## config.mk

```make
export PLATFORM = sky130hd
export DESIGN_NAME = lap_timer
export DESIGN_NICKNAME = d
export VERILOG_FILES = /design/src/rtl/stopwatch_pkg.sv /design/src/rtl/lap_fifo.sv /design/src/rtl/lap_timer.sv
export SDC_FILE = /design/constraint.sdc
export NUM_CORES = 1
export LEC_CHECK = 0
export BUFFER_PORTS_ARGS = -buffer_cell sky130_fd_sc_hd__buf_4
export CAP_MARGIN = 30
export CORE_ASPECT_RATIO = 0.8
export CORE_UTILIZATION = 43
export DETAILED_ROUTE_END_ITERATION = 16
export PLACE_DENSITY = 0.62
export SETUP_SLACK_MARGIN = 0.05
export SLEW_MARGIN = 25
export SYNTH_ARGS = -nofsm -noshare
export SYNTH_HDL_FRONTEND = slang
export SYNTH_SLANG_ARGS = --single-unit
```

## constraint.sdc

```tcl
create_clock -name clk -period 3.6 [get_ports clk]
set_input_delay 0.18 -clock clk [delete_from_list [all_inputs] [get_ports clk]]
set_output_delay 0.18 -clock clk [all_outputs]
set_load 0.02 [all_outputs]
```

## src/rtl/stopwatch_pkg.sv

```systemverilog
// Shared types and width helpers for the lap timer.
package stopwatch_pkg;

    typedef enum logic [1:0] {
        IDLE    = 2'd0,
        RUNNING = 2'd1,
        PAUSED  = 2'd2
    } sw_state_t;

    // Bits needed to index 0..n-1 (at least one bit).
    function automatic int unsigned ptr_w(input int unsigned n);
        return (n > 32'd1) ? 32'($clog2(n)) : 32'd1;
    endfunction

    // Decimal digits needed for 2^w-1, i.e. ceil(log10(2^w)).
    function automatic int unsigned bcd_digits(input int unsigned w);
        longint unsigned v;
        int unsigned     n;
        v = (64'd1 << w) - 64'd1;
        n = 1;
        for (int i = 0; i < 20; i++) begin
            if (v >= 64'd10) begin
                v = v / 64'd10;
                n++;
            end
        end
        return n;
    endfunction

endpackage

```

## src/rtl/lap_fifo.sv

```systemverilog
// Lap capture FIFO: valid/ready head, push-while-full-with-pop, flush priority, drop pulse.
module lap_fifo
    import stopwatch_pkg::*;
#(
    parameter int unsigned CNT_W     = 8,
    parameter int unsigned LAP_DEPTH = 4
) (
    input  logic             clk,
    input  logic             nRst_i,
    input  logic             push,
    input  logic [CNT_W-1:0] push_data,
    input  logic             flush,
    input  logic             pop_ready,
    output logic             valid,
    output logic [CNT_W-1:0] data,
    output logic             drop
);
    localparam int unsigned PW = ptr_w(LAP_DEPTH);
    localparam int unsigned CW = PW + 1;

    logic [PW-1:0]    wr_q, wr_d, rd_q, rd_d;
    logic [CW-1:0]    cnt_q, cnt_d;
    logic             valid_q, valid_d, drop_q, drop_d;
    logic [CNT_W-1:0] data_q, data_d;
    logic [CNT_W-1:0] mem_q [LAP_DEPTH];
    logic             full, pop, push_ok;

    // Head register tracks mem[rd_d], bypassing the entry written this edge.
    always_comb begin
        full    = (cnt_q == CW'(LAP_DEPTH));
        pop     = valid_q && pop_ready;
        push_ok = push && (!full || pop);
        wr_d    = wr_q;
        rd_d    = rd_q;
        cnt_d   = cnt_q;
        drop_d  = 1'b0;
        data_d  = data_q;
        if (flush) begin
            wr_d   = '0;
            rd_d   = '0;
            cnt_d  = '0;
            data_d = '0;
        end else begin
            if (pop)     rd_d = rd_q + PW'(1);
            if (push_ok) wr_d = wr_q + PW'(1);
            cnt_d  = cnt_q + CW'(push_ok) - CW'(pop);
            drop_d = push && !push_ok;
            if (cnt_d == '0)                    data_d = '0;
            else if (push_ok && wr_q == rd_d)   data_d = push_data;
            else                                data_d = mem_q[rd_d];
        end
        valid_d = (cnt_d != '0);
    end

    always_ff @(posedge clk or negedge nRst_i) begin
        if (!nRst_i) begin
            wr_q    <= '0;
            rd_q    <= '0;
            cnt_q   <= '0;
            valid_q <= 1'b0;
            drop_q  <= 1'b0;
            data_q  <= '0;
            for (int i = 0; i < int'(LAP_DEPTH); i++) mem_q[i] <= '0;
        end else begin
            wr_q    <= wr_d;
            rd_q    <= rd_d;
            cnt_q   <= cnt_d;
            valid_q <= valid_d;
            drop_q  <= drop_d;
            data_q  <= data_d;
            if (!flush && push_ok) mem_q[wr_q] <= push_data;
        end
    end

    assign valid = valid_q;
    assign data  = data_q;
    assign drop  = drop_q;

endmodule

```

## src/rtl/lap_timer.sv

```systemverilog
// Two-button lap timer with prescaler, pause, wrap/saturate and lap FIFO.
// Optional BCD readout of time_o when LAP_TIMER_BCD_EN is defined.
module lap_timer
    import stopwatch_pkg::*;
#(
    parameter int unsigned CLK_DIV   = 100,
    parameter int unsigned CNT_W     = 8,
    parameter int unsigned LAP_DEPTH = 4,
    parameter int unsigned WRAP      = 1
) (
    input  logic             clk,
    input  logic             nRst_i,
    input  logic             start_i,
    input  logic             lap_i,
    output logic [1:0]       mode_o,
    output logic [CNT_W-1:0] time_o,
    output logic             overflow_o,
    output logic             lap_valid_o,
    output logic [CNT_W-1:0] lap_data_o,
    input  logic             lap_ready_i,
    output logic             lap_drop_o
`ifdef LAP_TIMER_BCD_EN
    ,output logic [4*bcd_digits(CNT_W)-1:0] time_bcd_o
`endif
);
    localparam int unsigned      PRESC_W  = ptr_w(CLK_DIV);
    localparam logic [CNT_W-1:0] TIME_MAX = '1;

    sw_state_t          state_q, state_d;
    logic               start_q, lap_q;
    logic [PRESC_W-1:0] presc_q, presc_d;
    logic [CNT_W-1:0]   time_q, time_d;
    logic               ovf_q, ovf_d;
    logic               start_p, lap_p, tick, push, flush;

    always_comb begin
        start_p = start_i & ~start_q;
        lap_p   = lap_i & ~lap_q;
        tick    = (state_q == RUNNING) && (presc_q == PRESC_W'(CLK_DIV - 1));
        state_d = state_q;
        presc_d = presc_q;
        time_d  = time_q;
        ovf_d   = ovf_q;
        push    = 1'b0;
        flush   = 1'b0;
        if (state_q == RUNNING) begin
            presc_d = tick ? '0 : presc_q + PRESC_W'(1);
            if (tick) begin
                if (time_q != TIME_MAX) time_d = time_q + CNT_W'(1);
                else if (WRAP != 0)     time_d = '0;
                else                    ovf_d  = 1'b1;
            end
        end
        // start_p outranks lap_p in every state
        case (state_q)
            IDLE:    if (start_p) state_d = RUNNING;
            RUNNING: if (start_p) state_d = PAUSED;  else if (lap_p) push  = 1'b1;
            PAUSED:  if (start_p) state_d = RUNNING; else if (lap_p) flush = 1'b1;
            default: flush = 1'b1;
        endcase
        if (flush) begin
            state_d = IDLE;
            presc_d = '0;
            time_d  = '0;
            ovf_d   = 1'b0;
        end
    end

    always_ff @(posedge clk or negedge nRst_i) begin
        if (!nRst_i) begin
            state_q <= IDLE;
            start_q <= 1'b0;
            lap_q   <= 1'b0;
            presc_q <= '0;
            time_q  <= '0;
            ovf_q   <= 1'b0;
        end else begin
            state_q <= state_d;
            start_q <= start_i;
            lap_q   <= lap_i;
            presc_q <= presc_d;
            time_q  <= time_d;
            ovf_q   <= ovf_d;
        end
    end

    assign mode_o     = state_q;
    assign time_o     = time_q;
    assign overflow_o = ovf_q;

    lap_fifo #(
        .CNT_W     (CNT_W),
        .LAP_DEPTH (LAP_DEPTH)
    ) u_fifo (
        .clk       (clk),
        .nRst_i    (nRst_i),
        .push      (push),
        .push_data (time_q),
        .flush     (flush),
        .pop_ready (lap_ready_i),
        .valid     (lap_valid_o),
        .data      (lap_data_o),
        .drop      (lap_drop_o)
    );

`ifdef LAP_TIMER_BCD_EN
    localparam int unsigned ND = bcd_digits(CNT_W);

    logic [4*ND-1:0] bcd_q, bcd_d;
    logic            carry;

    // Ripple-carry decimal counter shadowing time_q.
    always_comb begin
        bcd_d = bcd_q;
        carry = 1'b1;
        if (flush) begin
            bcd_d = '0;
        end else if (tick) begin
            if (time_q == TIME_MAX) begin
                if (WRAP != 0) bcd_d = '0;
            end else begin
                for (int i = 0; i < int'(ND); i++) begin
                    if (carry) begin
                        if (bcd_q[4*i +: 4] == 4'd9) begin
                            bcd_d[4*i +: 4] = 4'd0;
                        end else begin
                            bcd_d[4*i +: 4] = bcd_q[4*i +: 4] + 4'd1;
                            carry           = 1'b0;
                        end
                    end
                end
            end
        end
    end

    always_ff @(posedge clk or negedge nRst_i) begin
        if (!nRst_i) bcd_q <= '0;
        else         bcd_q <= bcd_d;
    end

    assign time_bcd_o = bcd_q;
`endif

endmodule

```

==> results of run 1 <==
## cell families after synthesis
kind of cell,count (synthesis),synth area share (%)
multiplexers,41,13.1
AND/OR/NAND/NOR,93,14.4
adder cells (fa/ha/maj),9,3.42
XOR/XNOR,10,2.49
buffers and inverters,30,3.70
AO/OA/AOI/OAI,76,14.4
other,1,0.107
flip-flops,68,48.4
## synth_stat cells (2+ instances only)
master	number	area share, %
nand3_1	7	1.0
clkbuf_1	9	0.96
nor2b_1	2	0.36
o31ai_1	10	2.1
xor2_1	4	1.0
buf_1	5	0.53
nor2_1	14	1.5
dfrtp_1	68	48
o221ai_1	8	2.0
o21ai_0	20	2.8
o22ai_1	8	1.4
o21a_1	2	0.43
nand2b_1	5	0.89
ha_1	8	2.8
nor3_1	10	1.4
and3_1	3	0.53
nor4b_1	2	0.50
a21oi_1	12	1.7
mux2_2	40	13
nor3b_1	8	1.7
nand2_1	30	3.2
a21o_1	5	1.1
inv_1	7	0.75
buf_2	4	0.57
xnor2_1	6	1.5
## sequential cells by signal, indices dropped and copies added (netlist names)
signal and cells:
presc_q 7, start_q 1, u_fifo.valid 1, lap_q 1
u_fifo.mem_q 32, u_fifo.cnt_q 3, u_fifo.data 8, u_fifo.drop 1
time_o 8, mode_o 2, u_fifo.wr_q 2, u_fifo.rd_q 2
## power breakdown
group | internal [mW] | switching, mW
sequential | 0.995 | 0.280
combinational | 0.549 | 0.650
clock | 0.430 | 0.297
## per-layer routing
metal / vias to the layer above / track usage [%]
met5: - / 0
li1: 1233 / -
met3: 6 / 4.63
met1: 1284 / 32.3
met4: 0 / 6.66
met2: 82 / 28.9
## final timing paths
check                                        startpoint                           end
max                                               lap_i      u_fifo.data[0]$_DFF_PN0_
min                                         lap_ready_i         u_fifo.drop$_DFF_PN0_
max reg2reg                       mode_o[0]$_DFFE_PN0P_      u_fifo.data[0]$_DFF_PN0_
min reg2reg                u_fifo.mem_q[30]$_DFFE_PN0P_  u_fifo.mem_q[30]$_DFFE_PN0P_
max in group asynchronous                        nRst_i      u_fifo.rd_q[0]$_DFF_PN0_
min in group asynchronous                        nRst_i         time_o[0]$_DFFE_PN0P_
## stage by stage
stage	power [mW]	area [µm²]	util, %	cells
after CTS	3.19	4030	50.9	462
after global placement	2.43	3770	47.6	443
after floorplan	2.09	3520	-	328
after detailed placement	2.46	3770	47.6	443
final	3.20	4070	51.4	463
after global routing	3.41	4070	51.4	463
## area by class of cell
cell class,count,area (µm²)
clock buffers,11,151
clock inverters,5,82.6
fillers,759,3840
inverters,9,33.8
multi-input cells,230,1690
flip-flops and latches,68,1700
well taps,108,135
repair buffers,32,268
## worst max-delay path, delay by kind of cell
family	cells	cell delay [ns]
adders and majority gates	2	0.53
buffers and inverters	4	0.91
AOI/OAI and AO/OA	3	0.77
xor gates and xnor gates	2	0.31
and+or+nand+nor	3	0.74
## repair_timing
item	4_1_cts	5_1_grt
endpoints found under the setup margin	0	8
hold buffers	3	0
gates resized for setup	0	1
endpoints found under the hold margin	70	0
==> metrics.yaml, run 1 <==
outcome:
  status: "complete, no violations"
hold_path:
  min_path_cells: 4
  min_path_type: "in -> reg"
synth:
  synth_seq_area_share_pct: 48.4
  yosys_warnings: 0
  postSynthAreaPerCell_um2: 10.7
  synthFlopType: "dfrtp_1"
  ys_types: 56
  synthArstFlopShare_pct: 100
  netlist_instances: 328
  syn_area_um2: 3520
  synth-seq-cells: 68
  synth_edf_count: 0
  syn-num-nets: 342
setup_path:
  crit_fanout: 11
  cp.arrival_ns: 3.44
  required_ns: 3.87
  endpoint_kind: "flip-flop"
  path_class: "in -> reg"
  cpPeakStageDelay_ns: 0.54
  r2r_cells: 12
  path_cells: "dlygate4sd3_1 > buf_4 > nor2b_1 > nand3_1 > nand2b_1 > inv_2 > ha_1 > inv_1 > fa_1 > xor2_1 > xnor2_1 > a32oi_2 > o31ai_1 > a21oi_1"
  ff2ff_setup_slack_ns: 0.48
  critPathLaunchType: "primary input"
  crit_slowest_cell: "dlygate4sd3_1"
route:
  avgRoutedWirePerCell_um: 17.6
  top_layer: "met4"
  first_pass_iters: 4
  vias: 2605
  drc: 0
  wl_met1_mm: 4.00
  route.met3.wl_um: 459
  route.met2.wl_mm: 3.61
  drtIter0Drc: 150
  antenna_left: 0
  vias_per_cell: 5.63
  drt-total-wl_mm: 8.14
cells_and_area:
  mostFrequentLayoutCell: "dfrtp_1"
  fin_nets: 364
  area_growth_pct: 15.6
  final_cell_mix: "67 x dfrtp_1, 40 x mux2_2, 30 x nand2_1, 28 x buf_4, 20 x o21ai_0"
  drive_gt1_share_pct: 26.8
  antennaDiodeCount: 0
placed_design:
  routabilityCongestion: 0.841
  port_buffers: 24
  post-place-ws_ns: 0.327
  post-dp-hpwl_mm: 5.27
sta:
  hold_slack_ns: 0.221
  setup_slack_ns: 0.426
  tightest_slew_ns: 0.710
  slew_viol_final: 0
  period_share_pct: 88.2
  min_period_ns: 3.17
  hold_violations: 0
  clock-skew-final_ns: 0.00925
  setup_tns_ns: 0
  rsz0062_at_grt: "no"
  setup_viol: 0
  timing.fmax_mhz: 315
  max_slew_margin_pct: 52.6
clock_network:
  clock_latency_ns: 0.35
  clk_path_buf_depth: 2
  cts-root-buf: "clkbuf_8"
  clkSlewWorstSetupHoldPaths_ns: 0.08
  cts_buffers: 9
  htree_levels: 3
  cts.sinks: 68
  cts_setup_buffers: 0
  cts_tree: "yes"
floorplan:
  io_pins: 26
  num_rows: 29
  die_h_um: 82.9
  floorplan.initialDensity_pct: 44.5
  die_area_um2: 8550
  coreArea_um2: 7910
  die_x_um: 103
global_route:
  grt_max_degree: 69
  grt_pass1_vias: 2508
  track_usage_pct: 21.0
  grt_pass1_wl_mm: 13.4
  overflow: 0
  antenna_found_initial: 0
pwr:
  pwr_density_cell_nw_per_um2: 787
  ir_drop_mv: 0.268
  p_leak_nw: 1.85
flow_run:
  drv_cap: 0
(Power assumes the default switching activity.)
==> inputs of run 2 (changes only) <==
CORE_UTILIZATION = 32   (was 43)
PLACE_DENSITY = 0.5   (was 0.62)
==> run 2 against run 1 <==
- sequential share of layout area is 0.77 points lower
- combinational power hardly changed
- utilization is 12 points lower
- highest routed layer unchanged
- global-route usage is 4.5 points lower
- register-to-register slack better by 0.13 ns
- critical path type is now reg -> reg
- critical endpoint is now u_fifo.data[5]$_DFF_PN0_
- critical path depth stayed put
- via count is 0.88% lower
- power is 2.4% higher
- sequential cell count stayed put
- worst hold slack better by 0.041 ns
- first-iteration DRC count is 50% higher
- non-clock buffer count is 1 higher
==> metrics.yaml, run 2 (synthesis gave the netlist of run 1 again) <==
outcome:
  status: "complete, no violations"  # unchanged
clock_network:
  cts_buffers: 9  # unchanged
  cts-root-buf: "clkbuf_16"  # was clkbuf_8
  htree_levels: 3  # unchanged
  clock_latency_ns: 0.33  # was 0.35 ns
  cts_resized: 0  # unchanged
  hold_buffers: 2  # was 3
  cts.sinks: 68  # unchanged
  cts_tree: "yes"  # unchanged
  cts_setup_buffers: 0  # unchanged
  clkSlewWorstSetupHoldPaths_ns: 0.05  # was 0.08 ns
  clk_path_buf_depth: 2  # unchanged
global_route:
  antenna_found_initial: 0  # unchanged
  grt_max_degree: 69  # unchanged
  grt_pass1_wl_mm: 13.9  # was 13.4 mm
  track_usage_pct: 16.4  # was 21.0%
  grt_pass1_vias: 2375  # was 2508
  overflow: 0  # unchanged
floorplan:
  die_h_um: 95.8  # was 82.9 µm
  floorplan.initialDensity_pct: 33.7  # was 44.5%
  coreArea_um2: 10400  # was 7910 µm²
  io_pins: 26  # unchanged
  num_rows: 33  # was 29
  die_area_um2: 11400  # was 8550 µm²
  die_x_um: 119  # was 103 µm
pwr:
  ir_drop_mv: 0.312  # was 0.268 mV
  pwr_density_cell_nw_per_um2: 791  # was 787 nW/µm²
  p_leak_nw: 1.87  # was 1.85 nW
placed_design:
  routabilityCongestion: 0.719  # was 0.841
  place_area_um2: 3810  # was 3770 µm²
  port_buffers: 24  # unchanged
  post-dp-hpwl_mm: 5.54  # was 5.27 mm
route:
  antenna_left: 0  # unchanged
  avgRoutedWirePerCell_um: 17.5  # was 17.6 µm
  wl_met1_mm: 4.55  # was 4.00 mm
  top_layer: "met4"  # unchanged
  first_pass_iters: 4  # unchanged
  vias: 2582  # was 2605
  route.met2.wl_mm: 3.63  # was 3.61 mm
  drtIter0Drc: 225  # was 150
  route.met3.wl_um: 346  # was 459 µm
  drt-total-wl_mm: 8.65  # was 8.14 mm
  vias_per_cell: 5.22  # was 5.63
  drc: 0  # unchanged
hold_path:
  min_path_type: "in -> async"  # was in -> reg
cells_and_area:
  top_register: "u_fifo.mem_q"  # unchanged
  final_cell_mix: "67 x dfrtp_1, 40 x mux2_2, 30 x nand2_1, 29 x buf_4, 20 x o21ai_0"  # was 67 x dfrtp_1, 40 x mux2_2, 30 x nand2_1, 28 x buf_4, 20 x o21ai_0
  largest_register_ffs: 32  # unchanged
  mostFrequentLayoutCell: "dfrtp_1"  # unchanged
  antennaDiodeCount: 0  # unchanged
  area_growth_pct: 17.8  # was 15.6%
  fin_area_um2: 4140  # was 4070 µm²
  drive_gt1_share_pct: 25.9  # was 26.8%
  fin_nets: 365  # was 364
setup_path:
  cp.arrival_ns: 3.23  # was 3.44 ns
  crit_fanout: 12  # was 11
  path_class: "reg -> reg"  # was in -> reg
  required_ns: 3.85  # was 3.87 ns
  endpoint_kind: "flip-flop"  # unchanged
  critPathLaunchType: "flip-flop"  # was primary input
sta:
  tightest_slew_ns: 0.661  # was 0.710 ns
  max_slew_margin_pct: 55.9  # was 52.6%
  slew_viol_final: 0  # unchanged
  timing.fmax_mhz: 335  # was 315 MHz
  clock-skew-final_ns: 0.00279  # was 0.00925 ns
  rsz0062_at_grt: "no"  # unchanged
  min_period_ns: 2.99  # was 3.17 ns
  setup_tns_ns: 0  # unchanged
  setup_viol: 0  # unchanged
  period_share_pct: 83.0  # was 88.2%
  hold_violations: 0  # unchanged
flow_run:
  drv_cap: 0  # unchanged
run 2: final cells by class:
cell class / instances / area [µm²]
fill: 1033 / 6300
sequential: 68 / 1700
multi-input combinational: 230 / 1690
timing repair buffer: 33 / 275
clock buffer: 13 / 260
tap: 140 / 175
inverter: 9 / 33.8
clock inverter: 2 / 10.0
run 2: power by group:
part / leakage, nW / internal [mW] / total, mW / switching, mW
Clock: 0.135 / 0.497 / 0.801 / 0.304
Sequential: 0.890 / 0.998 / 1.29 / 0.289
Combinational: 0.844 / 0.553 / 1.19 / 0.636
run 2: final timing paths:
kind | startpoint | to | slack [ns] | cells after the start
worst max-delay path | mode_o[1]$_DFFE_PN0P_ | u_fifo.data[5]$_DFF_PN0_ | 0.61 | 14
min in group clk | lap_ready_i | u_fifo.drop$_DFF_PN0_ | 0.34 | 4
worst min-delay path | nRst_i | presc_q[2]$_DFFE_PN0P_ | 0.26 | 2
worst max register to register | mode_o[1]$_DFFE_PN0P_ | u_fifo.data[5]$_DFF_PN0_ | 0.61 | 14
worst min register to register | u_fifo.mem_q[3]$_DFFE_PN0P_ | u_fifo.mem_q[3]$_DFFE_PN0P_ | 0.50 | 1
max in group asynchronous | nRst_i | u_fifo.rd_q[0]$_DFF_PN0_ | 2.78 | 3
run 2: routing by layer:
metal  up-vias  GRT usage [%]
met5         -              0
li1       1230              -
met3        11           3.50
met2        48           22.6
met1      1293           24.8
met4         0           6.33
run 2: critical path, cell delays in order, from the launching register on:
cell and delay (ns):
dfrtp_1 0.51, and2b_1 0.30, nand3_1 0.09, nand2b_1 0.16, buf_4 0.17, inv_2 0.12, ha_1 0.16, inv_1 0.05
fa_1 0.36, xor2_1 0.16, xnor2_1 0.14, a32oi_1 0.26, buf_4 0.21, o31ai_1 0.07, a21oi_1 0.15
run 2: metrics by stage:
| step | cells | util [%] | power, mW | setup slack [ns] | hold slack (ns) |
|---|---|---|---|---|---|
| floorplan | 328 | - | 2.09 | 0.457 | -0.116 |
| global placement | 476 | 36.5 | 2.46 | 0.729 | 0.298 |
| detailed placement | 476 | 36.5 | 2.48 | 0.649 | 0.299 |
| CTS | 493 | 39.3 | 3.30 | 0.636 | 0.0176 |
| global route | 495 | 39.7 | 3.52 | 0.446 | 0.283 |
| finish | 495 | 39.7 | 3.28 | 0.612 | 0.262 |
